File: src/rtl/sgdmac_read_engine.sv
// sgdmac_read_engine: AXI3 read master that splits a {src, bytes} command into
// 64-byte INCR bursts of 32-bit beats and pushes every beat into the data FIFO.
module sgdmac_read_engine #(
  parameter int FIFO_DEPTH = 64
) (
  input  logic        clk,
  input  logic        rst,
  output logic [3:0]  arid_o,
  output logic [31:0] araddr_o,
  output logic [3:0]  arlen_o,
  output logic [2:0]  arsize_o,
  output logic [1:0]  arburst_o,
  output logic        arvalid_o,
  input  logic        arready_i,
  input  logic [3:0]  rid_i,
  input  logic [31:0] rdata_i,
  input  logic [1:0]  rresp_i,
  input  logic        rlast_i,
  input  logic        rvalid_i,
  output logic        rready_o,
  input  logic        start_i,
  input  logic [47:0] cmd_i,
  output logic        done_o,
  output logic        err_o,
  input  logic        fifo_full_i,
  output logic        fifo_wren_o,
  output logic [31:0] fifo_wdata_o
);
  localparam logic [1:0] IDLE = 2'd0, AR_REQ = 2'd1, R_DATA = 2'd2;
  logic [1:0]  r_state;
  logic [31:0] r_src_addr;
  logic [15:0] r_remaining;
  logic [3:0]  r_beat_cnt;
  logic        r_err;
  logic [15:0] w_eff;
  logic        w_big, w_ar_hs, w_accept, w_last, w_unused;
  assign w_eff = {cmd_i[15:2], 2'b00};
  assign w_big = r_remaining >= 16'd64;
  assign w_ar_hs = arvalid_o && arready_i;
  assign w_accept = rvalid_i && rready_o;
  assign w_last = r_beat_cnt == 4'd0;
  assign w_unused = ^{rid_i, rresp_i[0], FIFO_DEPTH > 0};
  assign arid_o = 4'd0;
  assign arsize_o = 3'b010;
  assign arburst_o = 2'b01;
  assign araddr_o = r_src_addr;
  // a zero remainder must report length 0 rather than the -1 underflow
  assign arlen_o = r_remaining == 16'd0 ? 4'd0 : w_big ? 4'hF : r_remaining[5:2] - 4'd1;
  assign arvalid_o = r_state == AR_REQ;
  assign rready_o = r_state == R_DATA && !fifo_full_i;
  assign done_o = r_state == IDLE;
  assign err_o = r_err;
  assign fifo_wren_o = w_accept;
  assign fifo_wdata_o = rdata_i;
  always_ff @(posedge clk) begin
    if (rst) begin
      r_state <= IDLE;
      r_src_addr <= 32'd0;
      r_remaining <= 16'd0;
      r_beat_cnt <= 4'd0;
      r_err <= 1'b0;
    end else begin
      case (r_state)
        IDLE: if (start_i && w_eff != 16'd0) begin
          r_src_addr <= cmd_i[47:16];
          r_remaining <= w_eff;
          r_err <= 1'b0;
          r_state <= AR_REQ;
        end
        AR_REQ: if (w_ar_hs) begin
          r_beat_cnt <= arlen_o;
          r_src_addr <= r_src_addr + 32'd64;
          r_remaining <= w_big ? r_remaining - 16'd64 : 16'd0;
          r_state <= R_DATA;
        end
        R_DATA: if (w_accept) begin
          r_beat_cnt <= r_beat_cnt - 4'd1;
          // burst length is owned by beat_cnt; a misplaced rlast only flags an error
          if (rresp_i[1] || (rlast_i != w_last)) r_err <= 1'b1;
          if (w_last) r_state <= r_remaining == 16'd0 ? IDLE : AR_REQ;
        end
        default: r_state <= IDLE;
      endcase
    end
  end
endmodule

File: config.mk
export PLATFORM = sky130hd
export DESIGN_NAME = sgdmac_read_engine
export DESIGN_NICKNAME = d
export VERILOG_FILES = /design/src/rtl/sgdmac_read_engine.sv
export SDC_FILE = /design/constraint.sdc
export NUM_CORES = 1
export LEC_CHECK = 0
export ABC_AREA = 1
export ABC_CLOCK_PERIOD_IN_PS = 4600
export BUFFER_PORTS_ARGS = -buffer_cell sky130_fd_sc_hd__buf_2
export CORE_MARGIN = 2
export CORE_UTILIZATION = 25
export DETAILED_ROUTE_END_ITERATION = 10
export GPL_ROUTABILITY_DRIVEN = 0
export PLACE_DENSITY_LB_ADDON = 0.3
export SLEW_MARGIN = 20
export SYNTH_ARGS = -nofsm -noshare
export SYNTH_HDL_FRONTEND = slang
export SYNTH_SLANG_ARGS = --single-unit
File: constraint.sdc
create_clock -name clk -period 4.6 [get_ports clk]
set_input_delay 0.69 -clock clk [delete_from_list [all_inputs] [get_ports clk]]
set_output_delay 0.69 -clock clk [all_outputs]
set_load 0.01 [all_outputs]
==> flow_summary.json <==
{
  "setup_viol": 0,
  "synth_cells": 647,
  "crit_top_cell": "inv_1",
  "clkTransAtPathRegs_ns": 0.07,
  "worstPathRequired_ns": 3.91,
  "cts_hold_buf": 0,
  "firstDrtPassIters": 4,
  "layout_common_cells": "143 x nand2_1, 122 x nor2_1, 94 x buf_2",
  "cts_made_buffers": 5,
  "drt_wl_total_microns": 11500,
  "hold_path_depth": 2,
  "dp_hpwl_microns": 8720,
  "hold_violations": 0,
  "rsz0062_at_grt": "false",
  "syn_avg_cell_area_sq_um": 6.02,
  "ys_seq_elements": 53,
  "totalPowerFinal_mw": 2.39,
  "avgRoutedWirePerCell_microns": 13.0,
  "final_cell_area_sq_mm": 0.00438,
  "clock-root-buffer": "clkbuf_16",
  "r2r_end": "araddr_o[10]",
  "min_period_over_period": 0.565,
  "synth_warnings": 0,
  "slew_violations": 0,
  "max_freq_mhz": 385,
  "io_pins": 175,
  "fin_tns_setup_ns": 0,
  "layout_commonest_cell": "nand2_1",
  "initial_core_util": 0.256,
  "portBuffers": 94,
  "drive_gt1_frac": 0.175,
  "drc": 0,
  "worstRegToRegCells": 9,
  "period_needed_ns": 2.60,
  "finalNonFillerCells": 885,
  "seq_area_frac_synth": 0.272,
  "p_leak_nw": 1.99,
  "hold_path_class": "flop to flop",
  "h-tree-depth": 2,
  "slowest_delay_ns": 0.33,
  "area_growth_pct": 12.4,
  "path_cells": "inv_1, ha_1, nand2_1, nor2_4, nand2_2, o21ai_0, inv_1, buf_2",
  "fin_nets": 796,
  "vias_per_cell": 4.45,
  "cpMaxStageDelayCell": "dfxtp_1",
  "fin_skew_ns": 0.00835,
  "max-vdd-ir-drop_mv": 0.161,
  "reg2reg_slack_ns": 2.25,
  "grt_pass1_vias": 3708,
  "cts_resized": 0,
  "start_kind": "flop",
  "tritoncts": "done",
  "min_from": "araddr_o[0]",
  "die_x_microns": 129,
  "core_sq_mm": 0.0152,
  "postSynth.asyncResetShare": 0,
  "tightest_slew_ns": 0.527,
  "outcome": "finished, final reports clean",
  "cp-end-kind": "output port",
  "regToRegStartpoint": "r_state[1]",
  "cp.arrival_ns": 1.91,
  "synth-edff-count": 0,
  "syn-cell-area_sq_mm": 0.00390,
  "synth_top_flop_cell": "dfxtp_1",
  "grt_usage": 0.142,
  "cts_buffer_depth": 2,
  "critPathKind": "flop to output port",
  "drt_iter0_markers": 205,
  "min_to": "araddr_o[0]",
  "grt_pass1_wl_microns": 18600,
  "antenna_cells": 0,
  "whs_ns": 0.440,
  "postRouteAntennaNets": 0,
  "overflow": 0,
  "fp-row-count": 45,
  "slew_headroom": 0.647,
  "grt_max_degree": 42,
  "num_vias": 3935,
  "power.density_mw_per_mm2": 545,
  "placed_area_sq_mm": 0.00424,
  "antenna_found_initial": 0,
  "cts_setup_buffers": 0,
  "place_inst": 877,
  "synth_cell_types": 34,
  "cts_sinks": 53,
  "clock_latency_ns": 0.31,
  "path_max_fanout": 6,
  "maxCapViolCount": 0,
  "die_area_sq_mm": 0.0166,
  "die_y_microns": 129
}
## cells in the mapped netlist, types with 5 or more instances
master	instances	area [sq um]
nand2_1	143	537
nor2_1	122	458
inv_1	57	214
dfxtp_1	53	1060
a21oi_1	50	250
o21ai_0	49	245
buf_4	43	323
nand3_1	41	205
buf_2	12	60.1
o21ai_1	9	45.0
ha_1	7	87.6
clkbuf_1	6	22.5
nand4_1	6	37.5
xor2_1	6	52.6
xnor2_1	5	43.8
## state kept, by name, indices dropped and copies added, names as in the netlist
name,cells
r_beat_cnt,4
r_state,2
err_o,1
araddr_o,32
r_remaining,14
## area by class of cell
type	count	area [sq um]
well taps	188	235
multi-input cells	477	2220
repair buffers	97	493
clock buffers	8	136
inverters	62	234
flip-flops and latches	53	1060
fillers	1757	10800
## kinds of logic (layout without fill, tap and decap cells)
logic type / count (synthesis) / count (layout) / share of synthesized area
AND/OR/NAND/NOR: 334 / 334 / 0.360
flip-flops: 53 / 53 / 0.272
XOR/XNOR: 11 / 11 / 0.0247
AO/OA/AOI/OAI: 116 / 116 / 0.153
adder cells (fa/ha/maj): 7 / 7 / 0.0225
other: 2 / 9 / 0.00193
buffers and inverters: 124 / 167 / 0.165
## critical path: cells and delay by family, from the launching register on
kind | cells | cell delay (ns)
flops | 1 | 0.33
fa+ha+maj | 1 | 0.21
simple gates | 3 | 0.46
compound gates | 1 | 0.22
buf+inv | 3 | 0.37
## power breakdown
part | leakage (nW) | internal [mW] | switching, mW | total (mW)
clock network | 0.0652 | 0.204 | 0.181 | 0.384
logic | 1.49 | 0.442 | 0.775 | 1.22
registers | 0.438 | 0.608 | 0.176 | 0.784
total | 1.99 | 1.25 | 1.13 | 2.39
## per-layer routing
layer / vias up / share of wire / track usage
li1: 2109 / - / -
met1: 1711 / 0.50 / 0.204
met2: 92 / 0.42 / 0.206
met3: 23 / 0.061 / 0.0274
met4: 0 / 0.022 / 0.0601
met5: - / 0 / 0
## stage by stage
step                      setup slack (ns)  utilization
after global placement                1.77        0.279
after floorplan                       2.69            -
after CTS                             1.96        0.288
final                                 2.00        0.288
after detailed placement              1.78        0.279
after global routing                  1.82        0.288
## worst max path at each step
stage	from	endpoint	slack [ns]	cells after the start
floorplan	r_remaining[6]	arlen_o[1]	2.69	9
global placement	cmd_i[10]	araddr_o[19]	1.77	11
detailed placement	cmd_i[10]	araddr_o[10]	1.78	11
CTS	r_remaining[6]	arlen_o[0]	1.96	8
global route	r_remaining[6]	arlen_o[0]	1.82	8
finish	r_remaining[6]	arlen_o[0]	2.00	8
(Power assumes the default switching activity.)
